**config.mk**
```make
export PLATFORM = sky130hd
export DESIGN_NAME = spi_crc_slave_rx
export DESIGN_NICKNAME = d
export VERILOG_FILES = /design/src/rtl/spi_crc_slave_rx.sv
export SDC_FILE = /design/constraint.sdc
export NUM_CORES = 1
export LEC_CHECK = 0
export BUFFER_PORTS_ARGS = -buffer_cell sky130_fd_sc_hd__buf_2
export CORE_MARGIN = 2
export CORE_UTILIZATION = 35
export CTS_BUF_LIST = sky130_fd_sc_hd__clkbuf_4
export DETAILED_ROUTE_END_ITERATION = 8
export PLACE_DENSITY = 0.55
export SETUP_SLACK_MARGIN = 0.3
export SLEW_MARGIN = 20
export SYNTH_ARGS = -nofsm -noshare
export SYNTH_HDL_FRONTEND = slang
export SYNTH_SLANG_ARGS = --single-unit
export TNS_END_PERCENT = 20
```
**constraint.sdc**
```tcl
create_clock -name clk_s -period 6 [get_ports clk_s]
set_input_delay 1.2 -clock clk_s [delete_from_list [all_inputs] [get_ports clk_s]]
set_output_delay 1.2 -clock clk_s [all_outputs]
set_load 0.01 [all_outputs]
```
**src/rtl/spi_crc_slave_rx.sv**
```systemverilog
// SPI mode-0 responder with CRC-8 on both directions, all pins oversampled in clk_s.
// Define SPI_CRC_ERR_CNT_EN to add the saturating err_cnt output.
module spi_crc_slave_rx #(
    parameter int         DATA_WIDTH = 8,
    parameter logic [7:0] CRC_POLY   = 8'h07
) (
    input  logic                  clk_s,
    input  logic                  rst_n,
    input  logic                  sclk_s,
    input  logic                  ss,
    input  logic                  mosi,
    input  logic [DATA_WIDTH-1:0] data_in_slave,
    output logic                  miso,
    output logic [DATA_WIDTH-1:0] data_out_slave,
    output logic                  data_valid,
    output logic                  crc_err
`ifdef SPI_CRC_ERR_CNT_EN
    ,
    output logic [7:0]            err_cnt
`endif
);
    localparam int CW = $clog2(DATA_WIDTH + 9);

    typedef enum logic [2:0] {IDLE, SHIFT_DATA, SHIFT_CRC, CHECK, WAIT_SS} state_t;

    function automatic logic [7:0] crc8_step(input logic [7:0] c, input logic b);
        crc8_step = {c[6:0], 1'b0} ^ ((c[7] ^ b) ? CRC_POLY : 8'h00);
    endfunction

    logic sclk_meta_q, sclk_sync_q, sclk_dly_q;
    logic ss_meta_q, ss_sync_q, ss_dly_q;
    logic mosi_meta_q, mosi_sync_q;

    state_t                state_q, state_d;
    logic                  miso_q, miso_d;
    logic [DATA_WIDTH-1:0] tx_shift_q, tx_shift_d;
    logic [DATA_WIDTH-1:0] rx_shift_q, rx_shift_d;
    logic [DATA_WIDTH-1:0] data_out_q, data_out_d;
    logic [7:0]            rx_crc_q, rx_crc_d;
    logic [7:0]            tx_crc_q, tx_crc_d;
    logic [7:0]            rx_crc_field_q, rx_crc_field_d;
    logic [CW-1:0]         bit_cnt_q, bit_cnt_d;
    logic                  data_valid_q, data_valid_d;
    logic                  crc_err_q, crc_err_d;
    logic [7:0]            tx_crc_n;
`ifdef SPI_CRC_ERR_CNT_EN
    logic [7:0]            err_cnt_q, err_cnt_d;
`endif

    // Edges come from the synchronised level vs. its one-cycle-delayed copy,
    // so a rise and a fall can never be flagged together.
    logic sclk_rise, sclk_fall, ss_fall;
    assign sclk_rise = sclk_sync_q & ~sclk_dly_q;
    assign sclk_fall = ~sclk_sync_q & sclk_dly_q;
    assign ss_fall   = ~ss_sync_q & ss_dly_q;

    always_comb begin
        state_d        = state_q;
        miso_d         = miso_q;
        tx_shift_d     = tx_shift_q;
        rx_shift_d     = rx_shift_q;
        data_out_d     = data_out_q;
        rx_crc_d       = rx_crc_q;
        tx_crc_d       = tx_crc_q;
        rx_crc_field_d = rx_crc_field_q;
        bit_cnt_d      = bit_cnt_q;
        data_valid_d   = 1'b0;
        crc_err_d      = 1'b0;
        tx_crc_n       = crc8_step(tx_crc_q, tx_shift_q[DATA_WIDTH-1]);
        case (state_q)
            IDLE: begin
                miso_d = 1'b0;
                if (ss_fall) begin
                    tx_shift_d = data_in_slave;
                    rx_crc_d   = 8'h00;
                    tx_crc_d   = 8'h00;
                    bit_cnt_d  = '0;
                    miso_d     = data_in_slave[DATA_WIDTH-1];
                    state_d    = SHIFT_DATA;
                end
            end
            SHIFT_DATA: begin
                if (ss_sync_q) begin
                    miso_d  = 1'b0;
                    state_d = IDLE;
                end else if (sclk_rise) begin
                    if (bit_cnt_q < CW'(DATA_WIDTH)) begin
                        rx_shift_d = DATA_WIDTH'({rx_shift_q, mosi_sync_q});
                        rx_crc_d   = crc8_step(rx_crc_q, mosi_sync_q);
                        bit_cnt_d  = bit_cnt_q + 1'b1;
                    end
                end else if (sclk_fall) begin
                    tx_crc_d   = tx_crc_n;
                    tx_shift_d = tx_shift_q << 1;
                    if (bit_cnt_q == CW'(DATA_WIDTH)) begin
                        miso_d  = tx_crc_n[7];
                        state_d = SHIFT_CRC;
                    end else begin
                        miso_d = tx_shift_d[DATA_WIDTH-1];
                    end
                end
            end
            SHIFT_CRC: begin
                if (ss_sync_q) begin
                    miso_d  = 1'b0;
                    state_d = IDLE;
                end else if (sclk_rise) begin
                    rx_crc_field_d = {rx_crc_field_q[6:0], mosi_sync_q};
                    bit_cnt_d      = bit_cnt_q + 1'b1;
                    if (bit_cnt_q == CW'(DATA_WIDTH + 7)) state_d = CHECK;
                end else if (sclk_fall) begin
                    tx_crc_d = tx_crc_q << 1;
                    miso_d   = tx_crc_q[6];
                end
            end
            CHECK: begin
                miso_d = 1'b0;
                if (rx_crc_field_q == rx_crc_q) begin
                    data_out_d   = rx_shift_q;
                    data_valid_d = 1'b1;
                end else begin
                    crc_err_d = 1'b1;
                end
                state_d = WAIT_SS;
            end
            WAIT_SS: begin
                miso_d = 1'b0;
                if (ss_sync_q) state_d = IDLE;
            end
            default: begin
                miso_d  = 1'b0;
                state_d = IDLE;
            end
        endcase
`ifdef SPI_CRC_ERR_CNT_EN
        err_cnt_d = err_cnt_q;
        if (crc_err_d && err_cnt_q != 8'hFF) err_cnt_d = err_cnt_q + 8'd1;
`endif
    end

    // Sync flops reset low so a frame only starts on a real high-to-low ss after reset.
    always_ff @(posedge clk_s or negedge rst_n) begin
        if (!rst_n) begin
            sclk_meta_q    <= 1'b0;
            sclk_sync_q    <= 1'b0;
            sclk_dly_q     <= 1'b0;
            ss_meta_q      <= 1'b0;
            ss_sync_q      <= 1'b0;
            ss_dly_q       <= 1'b0;
            mosi_meta_q    <= 1'b0;
            mosi_sync_q    <= 1'b0;
            state_q        <= IDLE;
            miso_q         <= 1'b0;
            tx_shift_q     <= '0;
            rx_shift_q     <= '0;
            data_out_q     <= '0;
            rx_crc_q       <= 8'h00;
            tx_crc_q       <= 8'h00;
            rx_crc_field_q <= 8'h00;
            bit_cnt_q      <= '0;
            data_valid_q   <= 1'b0;
            crc_err_q      <= 1'b0;
`ifdef SPI_CRC_ERR_CNT_EN
            err_cnt_q      <= 8'h00;
`endif
        end else begin
            sclk_meta_q    <= sclk_s;
            sclk_sync_q    <= sclk_meta_q;
            sclk_dly_q     <= sclk_sync_q;
            ss_meta_q      <= ss;
            ss_sync_q      <= ss_meta_q;
            ss_dly_q       <= ss_sync_q;
            mosi_meta_q    <= mosi;
            mosi_sync_q    <= mosi_meta_q;
            state_q        <= state_d;
            miso_q         <= miso_d;
            tx_shift_q     <= tx_shift_d;
            rx_shift_q     <= rx_shift_d;
            data_out_q     <= data_out_d;
            rx_crc_q       <= rx_crc_d;
            tx_crc_q       <= tx_crc_d;
            rx_crc_field_q <= rx_crc_field_d;
            bit_cnt_q      <= bit_cnt_d;
            data_valid_q   <= data_valid_d;
            crc_err_q      <= crc_err_d;
`ifdef SPI_CRC_ERR_CNT_EN
            err_cnt_q      <= err_cnt_d;
`endif
        end
    end

    assign miso           = miso_q;
    assign data_out_slave = data_out_q;
    assign data_valid     = data_valid_q;
    assign crc_err        = crc_err_q;
`ifdef SPI_CRC_ERR_CNT_EN
    assign err_cnt        = err_cnt_q;
`endif

endmodule

```
# After elaboration in Yosys (flattened, before gate mapping)

Cells that the tools add are included.
Widths: inputs -> output; s select.

Flip-flop bits (word level): 67
Output and inout port bits: 11
Logic and storage cells: 117

Add/sub/neg operators: 1
Order comparisons: 1
Equal/unequal tests: 25
Multiplexer cells: 49
Bitwise gates (word level): 10
Reduce and logical (&&, ||, !) cells: 12

Operators with widths:

| cell                | number |
|---|---|
| $mux 8              | 14 |
| $mux 3              | 11 |
| $pmux 8 s2          | 2 |
| $mux 5              | 6 |
| $pmux 8 s3          | 1 |
| $ne 2x2->1 const B  | 11 |
| $ne 3x3->1 const B  | 7 |
| $xor 8x3->8         | 2 |
| $pmux 3 s5          | 1 |
| $pmux 5 s3          | 1 |
| $reduce_and 7->1    | 2 |
| $mux 1              | 12 |
| $eq 5x4->1 const B  | 2 |
| $reduce_and 5->1    | 2 |
| $eq 8x8->1          | 1 |
| $reduce_and 4->1    | 2 |
| $reduce_and 8->1    | 1 |
| $eq 3x2->1 const B  | 2 |
| $add 5x1->5 const B | 1 |
| $lt 5x4->1 const B  | 1 |
| $and 1x1->1         | 3 |
| $eq 3x1->1 const B  | 1 |
| $eq 3x3->1 const B  | 1 |
| $logic_not 3->1     | 1 |
| 7 further kinds     | 10 |

# Depth between registers and ports, before layout

Depth after elaboration: 8
Gate-level depth with buffers: 7
Gate-level depth less buffers: 7

# Worst setup path before layout

No wires, ideal clock.

Path type: reg2reg
Start: reg bit_cnt_q[3]
End: reg rx_shift_q[5]
Arrival time: 1809 ps
Required time: 5873 ps
Setup slack: 4063 ps
Cell stages (with the launch flop): 5
Path buffers: 1
Cells stage by stage: dfrtp_1 -> or4b_1 -> nor3_4 -> buf_4 -> mux2_1

Cells in the longest elaborated chain, start to end: 2

RTL lines:

| what                       | RTL line | text |
|---|---|---|
| start: declaration         | 42       | `logic [CW-1:0] bit_cnt_q, bit_cnt_d;` |
| start signal: assignment   | 183      | `bit_cnt_q <= bit_cnt_d;` |
| $lt 5x4->1                 | 87       | `if (bit_cnt_q < CW'(DATA_WIDTH)) begin` |
| $reduce_and 4->1 (no line) | -        |  |
| end signal: assignment     | 178      | `rx_shift_q <= rx_shift_d;` |
| end: declaration           | 37       | `logic [DATA_WIDTH-1:0] rx_shift_q, rx_shift_d;` |

No other way between the ends.
A chain may end at the register's enable or synchronous reset.

# Worst setup path in the final report

Start: reg state_q[1]
End: reg rx_shift_q[0]

Cells in the longest elaborated chain, start to end: 2

RTL lines:

| what                       | RTL line | text |
|---|---|---|
| start: declaration         | 34       | `state_t state_q, state_d;` |
| start signal: assignment   | 175      | `state_q <= state_d;` |
| $eq 3x1->1                 | 70       | `case (state_q)` |
| $reduce_and 4->1 (no line) | -        |  |

No other way between the ends.

==> impl_summary.txt <==
----------------------------------------------------
[Run status]
  Status ... finished, final reports clean

[Clock network]
  Clock transition at the registers of the reported paths ... 0.11 ns
  Post-CTS setup buffer count ... 0
  TritonCTS clock tree ... yes
  Quantity of hold-fixing buffers added after cts ... 0
  Post_cts resized ... 0
  Cell at the root of the clock tree ... clkbuf_4
  Clock sink count ... 67
  Deepest level of the CTS H-tree ... 3
  Inserted Clock Buffers ... 9
  Clk Latency, worst-skew pair ... 0.41 ns
  Buffers from clock root to sink, at most ... 2

[Timing]
  F_max ... 0.437 GHz
  Worst max-slew margin expressed relative to the limit ... 35.3%
  Clk_skew ... 0.0141 ns
  Final critical delay including setup and external delays ... roughly 2.3 ns
  Slew Viols, Final ... 0
  Setup repair after global routing missed its margin ... no
  Setup violators final ... 0
  Endpoints failing hold ... 0
  Post-route fraction of the period consumed by the critical path ... a little under two fifths
  Sum of negative setup slack ... 0 ns
  Slew at the pin closest to its max-slew limit ... 0.964 ns

[Detailed routing]
  Router iterations before antenna repair ... 4
  Total routed wirelength ... around 5400 um
  Initial DRC Count ... 65
  Average via count per standard cell ... 4.86
  # DRC ... 0
  Final routed wire length divided by cell count ... around 14 um
  Post-DRT Antenna Nets ... 0
  Routed via count ... 1880

[Synthesis]
  Mapped Nets ... 265
  Adder-cell share of the synthesized area ... 1.56%
  Leading post-synthesis cells by instance count ... dfrtp_1, nand2_1, mux2_2
  Flip-flop and latch count after synthesis ... 67
  Sequential-to-total area share from yosys stat ... around 55%
  Xor/xnor cell area share of the yosys netlist ... 4.01%
  Cell variety after synth ... 48
  Share of synthesized area spent on multiplexers ... 15.9%
  Synthesis Warnings ... 0
  Synth Cell Area ... 3060 um^2
  Top cells by area, synth ... dfrtp_1, mux2_2, mux2i_1
  Complex-gate fraction of the synthesized area ... 8.52%
  Dominant combinational cell family by area after synthesis ... multiplexers
  Biggest area consumer among synthesized cells ... dfrtp_1
  Async SR Flop Fraction ... 100%
  Number of enable-type register cells in the synthesized netlist ... 0
  Share of the synthesized area in the top cell type ... 54.9%
  Synthesized area per cell ... 12.3 um^2
  Number of cells produced by synthesis ... 249
  Synth Area in Simple Gates ... a little under an eighth
  Most common cell in the synthesized netlist ... dfrtp_1
  Top_reg_cell synth ... dfrtp_1

[Power]
  Leakage power of the design ... 1.63 nW
  Cell Pwr Density ... approximately 270 nW/um^2
  PnR Total Power ... 0.937 mW
  Peak VDD IR ... 0.000117 V

[Critical path]
  Worst reg2reg path depth ... 3
  CP startpoint kind ... flop
  Critical path buffers and inverters ... 0
  Crit path max-delay cell type ... or3b_1
  Cell class contributing the biggest share of worst-path delay ... simple AND/OR/NAND/NOR gates
  Worst-path fanout max ... 18
  Source of the worst register-to-register timing path ... state_q[1]$_DFFE_PN0P_
  Critical path class ... flop to flop
  Max incr delay on CP ... roughly 0.6 ns
  Worst path required time ... 6.30 ns
  Worst r2r dst ... rx_shift_q[0]$_DFFE_PN0P_
  Register-to-Register Setup Slack ... between 3 and 4 ns
  Crit path arrival time ... 2.59 ns
  Series of cell instances along the critical path ... or3b_1 > nor3_4 > mux2_2
  CP Capture Type ... flop

[Global route]
  First-pass GRT wire length ... 9580 um
  Antenna violations before repair ... 0
  Overall fraction of global-route tracks in use ... ~13%
  Aggregate global routing overflow ... 0
  Largest net degree at the start of global routing ... 68
  Via count of the first global-routing pass ... 1904

[Hold path]
  Worst Hold Class ... flop to flop
  Worst Hold Path Cells ... 0
  End of the worst hold path ... mosi_sync_q$_DFF_PN0_
  Launch point of the worst hold path ... mosi_meta_q$_DFF_PN0_

[Floorplan]
  Core area ... 8590 um^2
  Standard-cell rows ... 34
  Top-Level Pins ... 24
  Die area ... between 9000 and 10000 um^2
  Starting density of the core ... between 30% and 40%
  Chip Width ... ~97 um
  Die height ... 97.4 um

[Job]
  Max-cap violation count ... 0

[Finish]
  Antenna Cells ... 0
  Fin nets ... between 200 and 300
  Design area ... 3430 um^2
  Final cell count without fillers ... 387
  Total of fill cells in the finished design ... 846
  Area growth from synthesis to layout ... 12.2%
  Fraction of layout instances using a drive strength above 1 ... between 20 and 30%

[Placed design]
  Detailed placer's ending HPWL ... 3640 um
  Count of buffers inserted at the top-level ports ... 23
  Placer's final routability congestion estimate ... 0.834
  Post-DP Area ... between 3000 and 4000 um^2
  Dpl cells ... 371

----------------------------------------------------
-- state kept, by name, summed over array words and instances, names as in the netlist, 3 cells and up --
signal / count
tx_crc_q: 8
rx_crc_field_q: 8
rx_shift_q: 8
tx_shift_q: 8
data_out_slave: 8
bit_cnt_q: 5
state_q: 3
rx_crc_q: 8
-- metal layers --
metal	vias to the layer above	global-route usage, %	wire length (um)
met5	-	0	0
met4	0	6.73	96
met3	7	2.45	164
met2	30	17.7	2340
met1	916	18.4	2830
li1	927	-	-
-- logic make-up (layout without fill, tap and decap cells) --
| kind of cell | Yosys count | after routing |
|---|---|---|
| AOI/OAI and AO/OA | 37 | 37 |
| xor gates and xnor gates | 14 | 14 |
| adders and majority gates | 4 | 4 |
| buffers and inverters | 23 | 53 |
| DFF | 67 | 67 |
| muxes | 42 | 42 |
| and+or+nand+nor | 62 | 62 |
-- cells in the final DEF, fill, tap and decap left out, types with 8 or more instances in the layout --
cell	instances
buf_2	23
o21ai_0	10
xnor2_1	13
a22o_1	8
mux2_4	8
nor2_1	11
mux2i_1	14
nand2_1	21
clkbuf_4	10
dfrtp_1	67
mux2_2	16
inv_1	12
-- through the flow --
stage | utilization, % | setup slack, ns | hold slack (ns)
floorplan | - | 4.06 | 0.331
global placement | 38.0 | 3.78 | 0.334
detailed placement | 38.0 | 3.73 | 0.337
CTS | 39.9 | 3.73 | 0.362
global route | 39.9 | 3.56 | 0.369
finish | 39.9 | 3.71 | 0.360
-- area by class of cell --
type	count	area [um^2]	area share [%]
flip-flops and latches	67	1680	48.9
multi-input cells	159	1280	37.2
well taps	108	135	3.94
repair buffers	25	130	3.79
clock inverters	6	90.1	2.63
clock buffers	10	75.1	2.19
inverters	12	45.0	1.31
-- worst reg2reg max path: stages (launching register included) --
cell,delay (ns)
dfrtp_1,0.59
or3b_1,0.60
nor3_4,0.58
mux2_2,0.41
-- power breakdown --
group	switching, mW	leakage (nW)	internal, mW
sequential	0.0247	0.897	0.481
combinational	0.0483	0.647	0.0426
clock	0.166	0.0866	0.174
-- worst max-delay path by stage --
stage / startpoint / endpoint / slack [ns] / depth (start not counted)
floorplan: bit_cnt_q[3]$_DFFE_PN0P_ / rx_shift_q[5]$_DFFE_PN0P_ / 4.06 / 4
global placement: state_q[0]$_DFFE_PN0P_ / rx_shift_q[0]$_DFFE_PN0P_ / 3.78 / 3
detailed placement: state_q[1]$_DFFE_PN0P_ / rx_shift_q[7]$_DFFE_PN0P_ / 3.73 / 3
CTS: state_q[1]$_DFFE_PN0P_ / rx_shift_q[0]$_DFFE_PN0P_ / 3.73 / 3
global route: state_q[1]$_DFFE_PN0P_ / rx_shift_q[0]$_DFFE_PN0P_ / 3.56 / 3
finish: state_q[1]$_DFFE_PN0P_ / rx_shift_q[0]$_DFFE_PN0P_ / 3.71 / 3
(Power assumes the default switching activity.)
